`src/rtl/uart_pkg.sv`:
```
// Shared definitions for the configurable UART transmitter: FSM states,
// parity modes and the frame-length helper.
package uart_pkg;

    typedef enum logic [2:0] {
        ST_IDLE   = 3'd0,
        ST_START  = 3'd1,
        ST_DATA   = 3'd2,
        ST_PARITY = 3'd3,
        ST_STOP   = 3'd4
    } tx_state_e;

    localparam int PAR_NONE = 0;
    localparam int PAR_EVEN = 1;
    localparam int PAR_ODD  = 2;

    function automatic int frame_len(input int data_bits, input int parity,
                                     input int stop_bits, input int clks_per_bit);
        return (1 + data_bits + ((parity != PAR_NONE) ? 1 : 0) + stop_bits) * clks_per_bit;
    endfunction

endpackage

```
`src/rtl/uart_tx_fifo.sv`:
```
// Synchronous show-ahead FIFO; the head word is visible on dout while not empty.
module uart_tx_fifo #(
    parameter int WIDTH = 8,
    parameter int DEPTH = 4
) (
    input  logic                         clk,
    input  logic                         resetn,
    input  logic                         push,
    input  logic [WIDTH-1:0]             din,
    input  logic                         pop,
    output logic [WIDTH-1:0]             dout,
    output logic [$clog2(DEPTH+1)-1:0]   level,
    output logic                         full,
    output logic                         empty
);

    localparam int PW = $clog2(DEPTH);
    localparam int LW = $clog2(DEPTH+1);

    logic [WIDTH-1:0] mem_r [DEPTH];
    logic [PW-1:0]    wr_ptr_r;
    logic [PW-1:0]    rd_ptr_r;
    logic [LW-1:0]    level_r;

    // Storage needs no reset: its contents are only trusted below the level count.
    always_ff @(posedge clk) begin
        if (push) begin
            mem_r[wr_ptr_r] <= din;
        end
    end

    // Pointers wrap naturally because DEPTH is a power of two.
    always_ff @(posedge clk or negedge resetn) begin
        if (!resetn) begin
            wr_ptr_r <= {PW{1'b0}};
            rd_ptr_r <= {PW{1'b0}};
            level_r  <= {LW{1'b0}};
        end else begin
            if (push) begin
                wr_ptr_r <= wr_ptr_r + PW'(1);
            end
            if (pop) begin
                rd_ptr_r <= rd_ptr_r + PW'(1);
            end
            case ({push, pop})
                2'b10:   level_r <= level_r + LW'(1);
                2'b01:   level_r <= level_r - LW'(1);
                default: level_r <= level_r;
            endcase
        end
    end

    assign dout  = mem_r[rd_ptr_r];
    assign level = level_r;
    assign full  = (level_r == LW'(DEPTH));
    assign empty = (level_r == LW'(0));

endmodule

```
`src/rtl/uart_tx_fifo_cfg.sv`:
```
// UART transmitter with elaboration-time frame format and an internal transmit
// FIFO; frames leave back-to-back while words are queued.
module uart_tx_fifo_cfg
    import uart_pkg::*;
#(
    parameter int CLKS_PER_BIT = 4,
    parameter int DATA_BITS    = 8,
    parameter int PARITY       = 0,
    parameter int STOP_BITS    = 1,
    parameter int FIFO_DEPTH   = 4
) (
    input  logic                              clk,
    input  logic                              resetn,
    input  logic                              s_valid,
    output logic                              s_ready,
    input  logic [DATA_BITS-1:0]              s_data,
    output logic                              tx_o,
    output logic                              busy_o,
    output logic [$clog2(FIFO_DEPTH+1)-1:0]   level_o
);

    localparam int TW = $clog2(CLKS_PER_BIT);
    localparam int LW = $clog2(FIFO_DEPTH+1);

    if (CLKS_PER_BIT < 2) begin : g_err_cpb
        $error("CLKS_PER_BIT must be >= 2");
    end
    if (DATA_BITS < 5 || DATA_BITS > 9) begin : g_err_data
        $error("DATA_BITS must be 5..9");
    end
    if (PARITY < PAR_NONE || PARITY > PAR_ODD) begin : g_err_par
        $error("PARITY must be 0, 1 or 2");
    end
    if (STOP_BITS != 1 && STOP_BITS != 2) begin : g_err_stop
        $error("STOP_BITS must be 1 or 2");
    end
    if (FIFO_DEPTH < 2 || (FIFO_DEPTH & (FIFO_DEPTH - 1)) != 0) begin : g_err_depth
        $error("FIFO_DEPTH must be a power of two >= 2");
    end

    tx_state_e               state_r, state_nxt_s;
    logic [TW-1:0]           timer_r, timer_nxt_s;
    logic [3:0]              bit_r, bit_nxt_s;
    logic [DATA_BITS-1:0]    shift_r, shift_nxt_s;
    logic                    par_r, par_nxt_s;
    logic                    tx_r, tx_cur_s;
    logic                    busy_r;
    logic                    ready_r, ready_nxt_s;
    logic                    push_s, pop_s, tim_last_s;
    logic [DATA_BITS-1:0]    fifo_dout_s;
    logic [LW-1:0]           fifo_level_s;
    logic                    fifo_full_s, fifo_empty_s;

    assign push_s     = s_valid && ready_r;
    assign tim_last_s = (timer_r == TW'(CLKS_PER_BIT - 1));

    uart_tx_fifo #(
        .WIDTH (DATA_BITS),
        .DEPTH (FIFO_DEPTH)
    ) u_fifo (
        .clk    (clk),
        .resetn (resetn),
        .push   (push_s),
        .din    (s_data),
        .pop    (pop_s),
        .dout   (fifo_dout_s),
        .level  (fifo_level_s),
        .full   (fifo_full_s),
        .empty  (fifo_empty_s)
    );

    // Ready for next cycle is the occupancy after this cycle's push/pop being below depth.
    always_comb begin
        ready_nxt_s = 1'b0;
        if (pop_s) begin
            ready_nxt_s = 1'b1;
        end else if (push_s) begin
            ready_nxt_s = (fifo_level_s != LW'(FIFO_DEPTH - 1));
        end else begin
            ready_nxt_s = !fifo_full_s;
        end
    end

    // Next-state logic; tx_cur_s is the line level for the current state, registered below.
    always_comb begin
        state_nxt_s = state_r;
        timer_nxt_s = tim_last_s ? TW'(0) : timer_r + TW'(1);
        bit_nxt_s   = bit_r;
        shift_nxt_s = shift_r;
        par_nxt_s   = par_r;
        pop_s       = 1'b0;
        tx_cur_s    = 1'b1;
        case (state_r)
            ST_IDLE: begin
                timer_nxt_s = TW'(0);
                if (!fifo_empty_s) begin
                    pop_s       = 1'b1;
                    shift_nxt_s = fifo_dout_s;
                    par_nxt_s   = ^fifo_dout_s;
                    bit_nxt_s   = 4'd0;
                    state_nxt_s = ST_START;
                end else begin
                    state_nxt_s = ST_IDLE;
                end
            end
            ST_START: begin
                tx_cur_s = 1'b0;
                if (tim_last_s) begin
                    bit_nxt_s   = 4'd0;
                    state_nxt_s = ST_DATA;
                end else begin
                    state_nxt_s = ST_START;
                end
            end
            ST_DATA: begin
                tx_cur_s = shift_r[0];
                if (tim_last_s) begin
                    shift_nxt_s = {1'b0, shift_r[DATA_BITS-1:1]};
                    if (bit_r == 4'(DATA_BITS - 1)) begin
                        bit_nxt_s   = 4'd0;
                        state_nxt_s = (PARITY != PAR_NONE) ? ST_PARITY : ST_STOP;
                    end else begin
                        bit_nxt_s   = bit_r + 4'd1;
                    end
                end else begin
                    state_nxt_s = ST_DATA;
                end
            end
            ST_PARITY: begin
                tx_cur_s = (PARITY == PAR_ODD) ? ~par_r : par_r;
                if (tim_last_s) begin
                    bit_nxt_s   = 4'd0;
                    state_nxt_s = ST_STOP;
                end else begin
                    state_nxt_s = ST_PARITY;
                end
            end
            ST_STOP: begin
                tx_cur_s = 1'b1;
                if (tim_last_s && bit_r == 4'(STOP_BITS - 1)) begin
                    bit_nxt_s = 4'd0;
                    if (!fifo_empty_s) begin
                        // Chain straight into the next start bit, no idle cell.
                        pop_s       = 1'b1;
                        shift_nxt_s = fifo_dout_s;
                        par_nxt_s   = ^fifo_dout_s;
                        state_nxt_s = ST_START;
                    end else begin
                        state_nxt_s = ST_IDLE;
                    end
                end else if (tim_last_s) begin
                    bit_nxt_s = bit_r + 4'd1;
                end else begin
                    state_nxt_s = ST_STOP;
                end
            end
            default: begin
                state_nxt_s = ST_IDLE;
                timer_nxt_s = TW'(0);
            end
        endcase
    end

    // State, datapath and registered outputs.
    always_ff @(posedge clk or negedge resetn) begin
        if (!resetn) begin
            state_r <= ST_IDLE;
            timer_r <= TW'(0);
            bit_r   <= 4'd0;
            shift_r <= {DATA_BITS{1'b0}};
            par_r   <= 1'b0;
            tx_r    <= 1'b1;
            busy_r  <= 1'b0;
            ready_r <= 1'b0;
        end else begin
            state_r <= state_nxt_s;
            timer_r <= timer_nxt_s;
            bit_r   <= bit_nxt_s;
            shift_r <= shift_nxt_s;
            par_r   <= par_nxt_s;
            tx_r    <= tx_cur_s;
            busy_r  <= (state_r != ST_IDLE) || (fifo_level_s != LW'(0));
            ready_r <= ready_nxt_s;
        end
    end

    assign tx_o    = tx_r;
    assign busy_o  = busy_r;
    assign s_ready = ready_r;
    assign level_o = fifo_level_s;

endmodule

```
`config.mk`:
```
export PLATFORM = sky130hd
export DESIGN_NAME = uart_tx_fifo_cfg
export DESIGN_NICKNAME = d
export VERILOG_FILES = /design/src/rtl/uart_pkg.sv /design/src/rtl/uart_tx_fifo.sv /design/src/rtl/uart_tx_fifo_cfg.sv
export SDC_FILE = /design/constraint.sdc
export NUM_CORES = 1
export LEC_CHECK = 0
export CORE_ASPECT_RATIO = 0.5
export CORE_MARGIN = 1.5
export CORE_UTILIZATION = 50
export CTS_CLUSTER_SIZE = 16
export DETAILED_ROUTE_END_ITERATION = 6
export MAX_ROUTING_LAYER = met4
export PLACE_DENSITY_LB_ADDON = 0.1
export SYNTH_ARGS = -nofsm -noshare
export SYNTH_HDL_FRONTEND = slang
export SYNTH_SLANG_ARGS = --single-unit
```
`constraint.sdc`:
```
create_clock -name clk -period 6.6 [get_ports clk]
set_clock_uncertainty 0.15 [all_clocks]
set_input_delay 1.32 -clock clk [delete_from_list [all_inputs] [get_ports clk]]
set_output_delay 1.32 -clock clk [all_outputs]
set_load 0.02 [all_outputs]
```
# [Word-level counts from Yosys, hierarchy flattened]
# Memories as Yosys holds them, arrays and structs flattened.
# Cells that the tools add are included.
[word_totals] regBits=28 ramBits=32 out_inout_bits=6 n_memories=1
[classes] n_addsub=6 eq_ne=17 muxes=33 n_reduce_logical=20
[memory_table] name="u_fifo.mem_r" words=4 width=8 read_ports=1 rd_ports_with_merged_regs=0 wr=1 line_no="uart_tx_fifo.sv:20" rtl="logic [WIDTH-1:0] mem_r [DEPTH];"
[op_table] cell="$mux W4" n=6
[op_table] cell="$mux W8" n=3
[op_table] cell="$pmux W8 S3" n=1
[op_table] cell="$pmux W4 S4" n=1
[op_table] cell="$mux W3" n=5
[op_table] cell="$pmux W3 S5" n=1
[op_table] cell="$mux W1" n=9
[op_table] cell="$ne A3 B3 Y1 const B" n=3
[op_table] cell="$reduce_bool A3 Y1" n=3
[op_table] cell="$reduce_xor A8 Y1" n=1
[op_table] cell="$add A2 B1 Y2 const B" n=3
[op_table] cell="$eq A3 B2 Y1 const B" n=2
[op_table] cell="$eq A3 B3 Y1 const B" n=2
[op_table] cell="$logic_not A3 Y1" n=2
[op_table] cell="$mux W2" n=3
[op_table] cell="$ne A2 B2 Y1 const B" n=3
[op_table] cell="$pmux W3 S2" n=1
[op_table] cell="$reduce_and A5 Y1" n=1
[op_table] cell="$add A4 B1 Y4 const B" n=1
[op_table] cell="$eq A2 B2 Y1 const B" n=2
[op_table] cell="$eq A4 B3 Y1 const B" n=1
[op_table] cell="$logic_not A4 Y1" n=1
[op_table] cell="$pmux W1 S2" n=2
[op_table] cell="$reduce_and A2 Y1" n=2
[op_table] cell="other kinds (15)" n=17

# [Depth between registers and ports, before layout]
# Gate-level depths: netlist of run 1.
[logic_depth] ltp_word=6 mapped_depth=10

# [Hierarchy]
# A second synthesis of run 1 with hierarchy kept.
[unflattened] hier_cells=189 area_unflattened_um2=2758.9
[by_module_without_submodules] module="uart_tx_fifo" n_inst=1 cells_per_inst=79 area_per_inst_um2=1551.5 seq_area_each_um2=1136.1
[by_module_without_submodules] module="uart_tx_fifo_cfg" n_inst=1 cells_per_inst=110 area_per_inst_um2=1207.4 seq_area_each_um2=526.8

# [Worst setup path before layout of run 1]
# OpenSTA, ideal clock, no wires.
[synth_path] path_type="input to register" from="in s_valid" to="reg u_fifo.level_r[2] (netlist: u_fifo.level[2])" setup_time_ps=80 arrival_time_ps=2443 required_time_ps=6370 setup_slack_ps=3927 cell_stages=7 path_buffers=0 cell_sequence="nand2_1 -> ha_1 -> inv_1 -> fa_1 -> xor2_1 -> nor2_1 -> xor2_1"
[synth_via] elab_chain_cells=3
[synth_rtl] element="from (decl)" line_no="uart_tx_fifo_cfg.sv:14" rtl="input logic s_valid,"
[synth_rtl] element="$logic_and A1 B1 Y1 (*)" line_no="uart_tx_fifo_cfg.sv:54" rtl="assign push_s = s_valid && ready_r;"
[synth_rtl] element="$eq A2 B1 Y1 or $eq A2 B2 Y1 (tied branches)" line_no="uart_tx_fifo.sv:45" rtl="case ({push, pop})"
[synth_rtl] element="$pmux W3 S2 or $reduce_bool A2 Y1 (tied branches)"
[synth_rtl] element="to (signal assigned)" line_no="uart_tx_fifo.sv:46" rtl="2'b10: level_r <= level_r + LW'(1);"
[synth_rtl] element="to (signal assigned)" line_no="uart_tx_fifo.sv:47" rtl="2'b01: level_r <= level_r - LW'(1);"
[synth_rtl] element="to (signal assigned)" line_no="uart_tx_fifo.sv:48" rtl="default: level_r <= level_r;"
[synth_rtl] element="to (decl)" line_no="uart_tx_fifo.sv:23" rtl="logic [LW-1:0] level_r;"
# Mark *: on every way between the ends. The rest lies on a longest branch, timed or not.
# A chain may end at the register's enable or synchronous reset.

# [Worst setup path in the final report of run 1]
# Same ends and word-level chain as after synthesis.

==> impl_metrics.csv, run 1 <==
group,metric,value,unit
global_route,grtUsageTotal,0.183,
clocking,h-tree-depth,3,
sta,max_freq,0.340,GHz
run_status,status,"complete, no violations",
synthesis,synth_area_leader_cell,"edfxtp_1",
worst_setup_path,cp_max_fo,5,
synthesis,synth_top_area_share,0.357,
final_layout,syn2layout_area_growth,16.4,%
global_route,grt_pass1_wl,7270,um
clocking,clock_latency,0.34,ns
worst_setup_path,timing.rr.start,"timer_r[0]",
place,port_buffers,16,
routing,drt_iter0_drc,21,
synthesis,yosysWarnings,0,
global_route,grt_max_degree,29,
sta,hold_viol,0,
sta,final_max_slew_viol_count,0,
synthesis,ys_async_sr_fraction,0.467,
die,die_w,107,um
sta,rsz0062_at_grt,"false",
die,initial_core_util,0.533,
routing,vias,1517,
routing,drc,0,
worst_setup_path,crit_chain,"clkdlybuf4s50_1 -> nand2_1 -> ha_1 -> inv_1 -> fa_1 -> xor2_1 -> nor2_1 -> xor2_1",
final_layout,final_nets,231,
clocking,hold_buffers,0,
power,p_per_area,495,mW/mm^2
synthesis,synth.cell_area,0.00269,mm^2
sta,setup_tns,0,ns
place,post_dp_cell_area,0.00291,mm^2
sta,tightest_slew,0.893,ns
worst_setup_path,worstPathArrival,3.05,ns
final_layout,finalInstanceArea,0.00313,mm^2
worst_setup_path,critPathKind,"input pin to flop",
global_route,grt_overflow_total,0,
clocking,cts_resized,0,
sta,final.min_clock_period,2.94,ns
flow_run,drv_cap,0,
worst_setup_path,critPathRequiredTime,6.71,ns
sta,setup_viol,0,
min_path,min_from,"timer_r[0]",
die,fp-row-count,18,
clocking,clock-root-buffer,"clkbuf_8",
clocking,cts_buffer_depth,2,
synthesis,synth.area.top_cells,"edfxtp_1 36%, dfrtp_1 25%, mux4_2 6.7%, ha_1 3.7%, xnor2_1 3.3%",
final_layout,drive_gt1_frac,0.148,
routing,highest_layer,"met4",
die,dieArea,0.00586,mm^2
power,irDropWorstVdd,216,uV
routing,met2_length,1980,um
routing,drt-met1-wl,2190,um
routing,route.met3.wl,172,um
place,dp_hpwl,2930,um
final_layout,num-fill-cells,409,
min_path,hp-class,"flop to flop",
routing,wl,4400,um
sta,fin_crit_sh,0.446,
clocking,cts.sinks,60,
synthesis,syn_avg_cell_area,14.2,um^2
die,core_area,0.00504,mm^2
sta,relSlewSlack,0.404,
global_route,antenna_found_initial,0,
worst_setup_path,end_kind,"flop",
synthesis,ys_seq_elements,60,
worst_setup_path,critPathMaxStageDelay,0.46,ns
die,die_h,54.9,um
synthesis,synth-seq-area-share,0.618,
final_layout,antenna_cells,0,
clocking,cts_tree,"done",
synthesis,synth-main-ff-cell,"edfxtp_1",
power,p_leak,0.00118,uW
worst_setup_path,timing.critical_path.mode_cell,"xor2_1",
worst_setup_path,crit_slowest_cell,"clkdlybuf4s50_1",
routing,firstDrtPassIters,4,
synthesis,synth_cells,190,
clocking,numCtsBuffers,9,
worst_setup_path,cp-startpoint,"s_valid",
worst_setup_path,start_kind,"input pin",
synthesis,yosys.cell_types.count,46,
synthesis,syn_nets,210,
clocking,clkTransAtPathRegs,0.07,ns
sta,holdWs,0.295,ns
synthesis,synth-edff-count,32,
place,routabilityCongestion,0.722,
clocking,postCtsSetupBuffers,0,
global_route,first_global_vias,1462,
die,io-pin-count,17,
routing,viasPerCell,5.30,
routing,ant_nets,0,
routing,avgRoutedWirePerCell,15.4,um
[worst paths after layout]
path | slack [ns] | endpoint | depth (start not counted)
worst max-delay path | 3.66 | u_fifo.level[2] | 8
worst min-delay path | 0.29 | timer_r[0] | 1
worst max register to register | 3.74 | u_fifo.level[2] | 9
worst min register to register | 0.29 | timer_r[0] | 1
max in group asynchronous | 4.80 | tx_o | 2
min in group asynchronous | 1.20 | timer_r[1] | 2
[metrics by stage]
stage | cells | power, uW | worst slack (ns) | util
2_1_floorplan | 190 | 1060 | 3.93 | -
3_3_place_gp | 270 | 1180 | 3.41 | 0.577
3_5_place_dp | 270 | 1200 | 3.33 | 0.577
4_1_cts | 286 | 1570 | 3.68 | 0.621
5_1_grt | 286 | 1660 | 3.53 | 0.621
6_report | 286 | 1550 | 3.66 | 0.621
[cell type report]
| type | count | area [um^2] | area share |
|---|---|---|---|
| clock inverter | 7 | 98.8 | 0.0316 |
| multi-input combinational | 113 | 953 | 0.304 |
| sequential | 60 | 1660 | 0.531 |
| timing repair buffer | 17 | 168 | 0.0535 |
| inverter | 10 | 37.5 | 0.0120 |
| clock buffer | 9 | 124 | 0.0396 |
| tap | 70 | 87.6 | 0.0280 |
[registers in the layout, indices dropped and copies added (netlist names)]
signal,cells
s_ready,1
tx_o,1
par_r,1
u_fifo.level,3
u_fifo.mem_r,32
state_r,3
u_fifo.rd_ptr_r,2
shift_r,8
u_fifo.wr_ptr_r,2
busy_o,1
timer_r,2
bit_r,4
[per-layer routing]
| layer | vias to the layer above | track usage |
|---|---|---|
| li1 | 737 | - |
| met1 | 747 | 0.235 |
| met2 | 25 | 0.266 |
| met3 | 8 | 0.0690 |
| met4 | 0 | 0.0733 |
| met5 | - | - |
[critical path, delay by kind of cell]
family	cells	cell delay (ns)
xor gates and xnor gates	2	0.29
and+or+nand+nor	2	0.32
buffers and inverters	2	0.52
adders and majority gates	2	0.59
[where the power goes]
group	switching [uW]	internal, uW	total (uW)
sequential	109	517	626
clock	154	215	369
combinational	277	276	553
[cell usage in the layout, fill, tap and decap left out, types with 2 or more instances in the layout]
| cell | n |
|---|---|
| clkinv_4 | 2 |
| dfrtp_1 | 27 |
| and3_1 | 4 |
| nor2b_1 | 2 |
| xnor2_1 | 10 |
| inv_1 | 10 |
| clkbuf_8 | 9 |
| mux4_2 | 8 |
| edfxtp_1 | 32 |
| xor2_1 | 4 |
| o21ai_0 | 14 |
| nor4_1 | 2 |
| bufinv_16 | 2 |
| a21oi_1 | 5 |
| inv_6 | 2 |
| ha_1 | 8 |
| nor2_1 | 5 |
| clkdlybuf4s50_1 | 16 |
| nand2_1 | 16 |
| mux2i_1 | 7 |
| nand3b_1 | 3 |
[Yosys cell counts, types with 4 or more instances]
master	count
a21oi_1	5
and3_1	4
dfrtp_1	27
edfxtp_1	32
ha_1	8
inv_1	10
mux2i_1	7
mux4_2	8
nand2_1	16
nor2_1	5
o21ai_0	14
xnor2_1	10
xor2_1	4
[cell families after synthesis]
| kind of cell | share of synthesized area |
|---|---|
| AO/OA/AOI/OAI | 0.0763 |
| XOR/XNOR | 0.0456 |
| adder cells (fa/ha/maj) | 0.0446 |
| buffers and inverters | 0.0279 |
| flip-flops | 0.618 |
| multiplexers | 0.0972 |
| AND/OR/NAND/NOR | 0.0907 |
Note: power is estimated with default switching activity, not from simulation.
==> inputs of run 2 (changes only) <==
Clock period 6.6 ns to 2.65 ns, I/O delays scaled along.
==> run 2 against run 1 <==
Compared with the run above: combinational power increased to 2.8 times the previous value; sequential share of layout area decreased by 0.67 points; via count about the same; wire length increased by 3.5%; register-to-register slack got worse by 3.5 ns; die area unchanged; clock power increased by 120%; flip-flop and latch count unchanged; critical endpoint unchanged; sequential power increased by 140%; largest cell class unchanged; non-clock buffer count increased by 7.
==> impl_metrics.csv, run 2 (synthesis results as in run 1) <==
group,metric,value,unit
sta,holdWs,0.294,ns
final_layout,final_common_cell,"edfxtp_1",
routing,drt_iter0_drc,46,
sta,fin_crit_sh,0.925,
final_layout,final_nets,238,
place,post_dp_cell_area,0.00295,mm^2
worst_setup_path,worstPathArrival,2.56,ns
final_layout,largest_reg_flops,32,
die,initial_core_util,0.533,
sta,hold_viol,0,
global_route,grt_overflow_total,0,
worst_setup_path,end_kind,"flop",
die,core_area,0.00504,mm^2
die,dieArea,0.00586,mm^2
clocking,numCtsBuffers,9,
flow_run,drv_cap,0,
clocking,cts_buffer_depth,2,
routing,firstDrtPassIters,4,
global_route,grtUsageTotal,0.187,
worst_setup_path,cp_max_fo,3,
power,irDropWorstVdd,606,uV
final_layout,regMostFlops,"u_fifo.mem_r",
sta,relSlewSlack,0.364,
final_layout,largestRegisters,"u_fifo.mem_r x32, shift_r x8, bit_r x4",
final_layout,num-fill-cells,387,
clocking,cts.sinks,60,
clocking,clock_latency,0.33,ns
global_route,antenna_found_initial,0,
die,die_w,107,um
global_route,first_global_vias,1442,
clocking,cts_tree,"done",
clocking,clock-root-buffer,"clkbuf_8",
die,io-pin-count,17,
final_layout,syn2layout_area_growth,17.9,%
worst_setup_path,critPathKind,"flop to flop",
final_layout,finalInstanceArea,0.00317,mm^2
place,dp_hpwl,3030,um
power,p_leak,0.00120,uW
routing,vias,1516,
sta,setup_tns,0,ns
worst_setup_path,critPathRequiredTime,2.76,ns
place,routabilityCongestion,0.738,
min_path,hp-class,"flop to flop",
worst_setup_path,start_kind,"flop",
final_layout,drive_gt1_frac,0.188,
final_layout,regArea,0.00166,mm^2
sta,rsz0062_at_grt,"false",
final_layout,antenna_cells,0,
sta,tightest_slew,0.952,ns
sta,final.min_clock_period,2.45,ns
routing,viasPerCell,5.17,
routing,ant_nets,0,
routing,avgRoutedWirePerCell,15.6,um
routing,drc,0,
sta,setup_viol,0,
routing,wl,4560,um
global_route,grt_pass1_wl,7350,um
final_layout,most-common-layout-cells,"32 x edfxtp_1, 27 x dfrtp_1, 16 x nand2_1, 16 x clkdlybuf4s50_1, 14 x o21ai_0",
power,p_per_area,1210,mW/mm^2
global_route,grt_max_degree,29,
place,port_buffers,16,
run_status,status,"complete, no violations",
die,die_h,54.9,um
final_layout,finalCoreUtilization,0.629,
die,fp-row-count,18,
final_layout,multi_input_area,972,um^2
sta,max_freq,0.408,GHz
clocking,h-tree-depth,3,
sta,final_max_slew_viol_count,0,
clocking,clkTransAtPathRegs,0.07,ns
-- run 2: power breakdown --
| group | internal, uW | leakage (uW) | total (uW) | switching (uW) |
|---|---|---|---|---|
| sequential | 1290 | 0.000633 | 1500 | 205 |
| combinational | 757 | 0.000470 | 1550 | 792 |
| clock | 434 | 0.0000927 | 797 | 363 |
-- run 2: timing repair --
item	CTS	global route
resized for setup	0	4
buffers inserted	0	2
hold buffers	0	0
endpoints found under the setup margin	0	1
-- run 2: cell type report --
type / count / share of cell area
Timing Repair Buffer: 24 / 0.0694
Multi-Input combinational cell: 113 / 0.307
Inverter: 10 / 0.0118
Clock buffer: 10 / 0.0402
Clock inverter: 6 / 0.0201
Sequential cell: 60 / 0.524
Tap cell: 70 / 0.0276
-- run 2: final timing paths --
check	start	to	slack [ns]	cells past startpoint
setup / recovery	bit_r[0]	u_fifo.level[2]	0.20	10
hold / removal	timer_r[0]	timer_r[0]	0.29	1
setup reg to reg	bit_r[0]	u_fifo.level[2]	0.20	10
hold reg to reg	timer_r[0]	timer_r[0]	0.29	1
max in group asynchronous	resetn	tx_o	1.62	2
min in group asynchronous	resetn	busy_o	0.42	2
-- run 2: per-stage QoR --
step           power, uW  setup slack [ns]  cells
4_1_cts             3840            0.0373    291
6_report            3840             0.200    293
2_1_floorplan       2630            0.0667    190
5_1_grt             4130            0.0363    293
3_3_place_gp        2980             0.191    275
3_5_place_dp        3040            0.0473    275
-- run 2: per-layer routing --
| layer | vias up | GRT usage | wire, um |
|---|---|---|---|
| li1 | 743 | - | - |
| met1 | 748 | 0.246 | 2330 |
| met2 | 23 | 0.266 | 2020 |
| met3 | 2 | 0.0857 | 197 |
| met4 | 0 | 0.0400 | 13 |
| met5 | - | - | 0 |
-- run 2: worst max-delay path, cell delays in order (launching register included) --
cell	delay, ns
dfrtp_1	0.41
inv_1	0.07
ha_2	0.19
nand4bb_4	0.15
a2111oi_4	0.35
ha_2	0.25
inv_1	0.05
fa_2	0.34
xor2_1	0.14
nor2_1	0.13
xor2_1	0.15
==> inputs of run 3 (changes only) <==
Settings changed: ABC_CLOCK_PERIOD_IN_PS set to 2650.
==> results of run 3 <==
Final layout, timing and power as in run 2 (identical DEF).
==> RTL change 1: new RTL, flow settings as in run 2 <==
Set the parameter `FIFO_DEPTH` to 8 (it was 4).
--- a/src/rtl/uart_tx_fifo_cfg.sv
+++ b/src/rtl/uart_tx_fifo_cfg.sv
@@ -7,7 +7,7 @@
     parameter int DATA_BITS    = 8,
     parameter int PARITY       = 0,
     parameter int STOP_BITS    = 1,
-    parameter int FIFO_DEPTH   = 4
+    parameter int FIFO_DEPTH   = 8
 ) (
     input  logic                              clk,
     input  logic                              resetn,
Ports: changed (resized level_o); port bits go from 17 to 18. No check against the original RTL was run, so the function may have changed too.
==> RTL change 1 against run 2 <==
- synthesized area rose by 55%
- total power rose by 51%
- setup slack got worse by 25 ps
- routed wire length rose by 65%
- non-clock buffer count rose by 16
- synthesized cell count rose by 45%
- cell area rose by 55%
- sequential cell count rose by 35
- critical path type unchanged
==> RTL change 1: results (changes against run 2) <==
Route
  – Met3 WL post-DR: 282 µm (+43%)
  – WL met1: 3590 µm (+54%)
  – Met2 wire length: 3490 µm (+73%)
  – Post-Route WL: 7520 µm (+65%)
  – Vias: 2,358 (+56%)

Yosys
  – Main area contributors after synthesis: edfxtp_1 (46%), dfrtp_1 (18%), mux4_2 (4.9%)
  – Post-synthesis xor/xnor area fraction: 0.0378 (-0.00780)
  – Post-Synth Adder-Cell Area: 0.0270 (-0.0177)
  – Seq/Total Area, Yosys: 0.646 (+0.0285)

Setup path
  – Crit path to: u_fifo.level[3]$_DFFE_PN0P_
  – Worst Reg-to-Reg Cells: 14 (+4)

Final layout
  – FFs & Latches: 95 (+58%)
  – NumNets Final: 336 (+41%)
  – Clock buf/inv share: 0.0550 (-0.00537)
  – Signal buffers share of area: 0.0723 (+0.00287)
  – Largest registers: u_fifo.mem_r x64, shift_r x8
  – Invs w/o clock: 8 (-2)

Worst hold path
  – Worst Hold Path EP: shift_r[0]$_DFFE_PN0P_
  – Hold_sp: shift_r[0]$_DFFE_PN0P_

Status
  – Status: complete, no violations

Clock tree
  – Clk root buf: clkbuf_16

Global route
  – Met3 global-route usage: 0.0631 (-0.0227)
  – GRT met2 Usage: 0.312 (+0.0461)

Place
  – PortBufs: 17 (+1)

STA
  – Max Fclk: 404 MHz (-1.0%)
[RTL change 1: changes by cell type after synthesis, moves of 5 or more]
cell,before,now
nand2b_1,1,6
o21ai_1,0,14
edfxtp_1,32,64
mux4_1,0,7
nand2_1,16,21
a21oi_1,5,12
o21ai_0,14,2
mux2i_1,7,2
nor2_1,5,19
nor3_1,1,6
nand3_1,1,9
[RTL change 1: worst max-delay path, delay by kind of cell (launching register included)]
family,cells,cell delay [ps]
and+or+nand+nor,6,700
DFF,1,390
AOI/OAI and AO/OA,3,390
adders and majority gates,2,380
buffers and inverters,2,210
xor gates and xnor gates,1,150
[RTL change 1: report_power, final]
group / leakage (µW) / switching, µW / total [µW] / internal, µW
clock network: 0.000126 / 543 / 1180 / 639
registers: 0.000957 / 270 / 2220 / 1950
logic: 0.000719 / 1190 / 2400 / 1200
[RTL change 1: what timing repair did]
item,CTS,global route
setup endpoints to repair,1,3
gates cloned,0,0
buffers inserted,0,1
gates resized for setup,1,6
hold endpoints to repair,0,0
==> RTL change 2: new RTL, config.mk and constraints of run 2 <==
Made on the original files. Reset style: synchronous (`resetn`), changed in 2 clocked blocks.
--- a/src/rtl/uart_tx_fifo.sv
+++ b/src/rtl/uart_tx_fifo.sv
@@ -30,7 +30,7 @@
     end
 
     // Pointers wrap naturally because DEPTH is a power of two.
-    always_ff @(posedge clk or negedge resetn) begin
+    always_ff @(posedge clk) begin
         if (!resetn) begin
             wr_ptr_r <= {PW{1'b0}};
             rd_ptr_r <= {PW{1'b0}};
--- a/src/rtl/uart_tx_fifo_cfg.sv
+++ b/src/rtl/uart_tx_fifo_cfg.sv
@@ -162,7 +162,7 @@
     end
 
     // State, datapath and registered outputs.
-    always_ff @(posedge clk or negedge resetn) begin
+    always_ff @(posedge clk) begin
         if (!resetn) begin
             state_r <= ST_IDLE;
             timer_r <= TW'(0);
Function: differs if resetn is asserted again (counterexample within 4 cycles, from zero or initial values and one cycle with resetn low); with resetn held inactive, the same outputs for 10 cycles.
==> RTL change 2 against run 2 <==
- count of clock-buffer cells in the layout is the same
- cell area grew 3.3%
- synthesized area grew 2.3%
- routed wire length grew 4.9%
- hold slack gained 26 ps
- synthesized cell count grew 13%
- setup slack lost 80 ps
- total power shrank 23%
- via count grew 13%
- sequential cell count grew 2
- die area grew 2.2%
- critical endpoint is now u_fifo.level[2]$_SDFFE_PN0P_
- largest cell class unchanged
- largest power group is now registers
==> RTL change 2: results (changes against run 2) <==
Setup path
  – FF-to-FF setup slack: 120 ps (-80 ps)
  – Slowest CP cell: a2111oi_4
  – Max FO, Critical Path: 4 (+1)

Final layout
  – Fillers: 383 (-1.0%)
  – Clock buf/inv share: 0.0680 (+0.00761)
  – Non-clock buffers: 26 (+8.3%)
  – NumNets Final: 262 (+10%)
  – Multi-input gate share of total cell area: 0.346 (+0.0390)
  – Invs w/o clock: 8 (-2)

Status
  – Status: complete, no violations

Place
  – Gpl congestion: 0.775 (+5.1%)
  – Area after DPL: 0.00302 mm² (+2.6%)

Route
  – Post-DR vias/cell: 5.41 (+4.6%)
  – Post-Route WL: 4780 µm (+4.9%)
  – WL met1: 2360 µm (+1.5%)

Global route
  – First-pass GRT wire length: 8090 µm (+10%)
  – Gr usage total: 0.188 (+0.00157)

Power
  – Internal: 2080 µW (-16%)
  – Leakage: 0.00111 µW (-6.9%)

Yosys
  – Syn Nets: 235 (+12%)
  – Ys async rst share: 0 (-0.467)
  – Post-synth top cells: edfxtp_1 (32), dfxtp_1 (30), nor2_1 (21)
  – Post-synthesis mux area share: 0.0945 (-0.00266)
  – Post-synthesis xor/xnor area fraction: 0.0413 (-0.00422)

Worst hold path
  – Worst Hold Path EP: timer_r[0]$_SDFF_PP0_

STA
  – Max_slew headroom: 0.527 (+0.163)

Clock tree
  – Sink Count: 62 (+3.3%)
RTL change 2: changes by cell type after synthesis, sizes merged, moves of 3 or more:
cell,before,now
buf,3,7
a211oi,1,7
nand2,16,10
dfxtp,0,30
dfrtp,27,0
a21boi,0,4
nor2,6,21
nor3b,0,3
o21ai,14,4
nand3,1,5
RTL change 2: metrics by stage:
stage	setup slack, ps	hold WS (ps)	power (µW)	util	cells
2_1_floorplan	14.3	259	1860	-	214
3_3_place_gp	145	264	2040	0.591	300
3_5_place_dp	53.3	280	2060	0.591	300
4_1_cts	17.7	288	2980	0.635	316
5_1_grt	1.56	349	3120	0.641	316
6_report	120	320	2960	0.641	316
RTL change 2: power by group through the flow:
| stage | sequential (µW) | clock (µW) | combinational [µW] |
|---|---|---|---|
| 2_1_floorplan | 1230 | 0 | 638 |
| 3_3_place_gp | 1220 | 0 | 817 |
| 3_5_place_dp | 1230 | 0 | 835 |
| 4_1_cts | 1210 | 929 | 840 |
| 5_1_grt | 1220 | 973 | 923 |
| 6_report | 1210 | 914 | 834 |
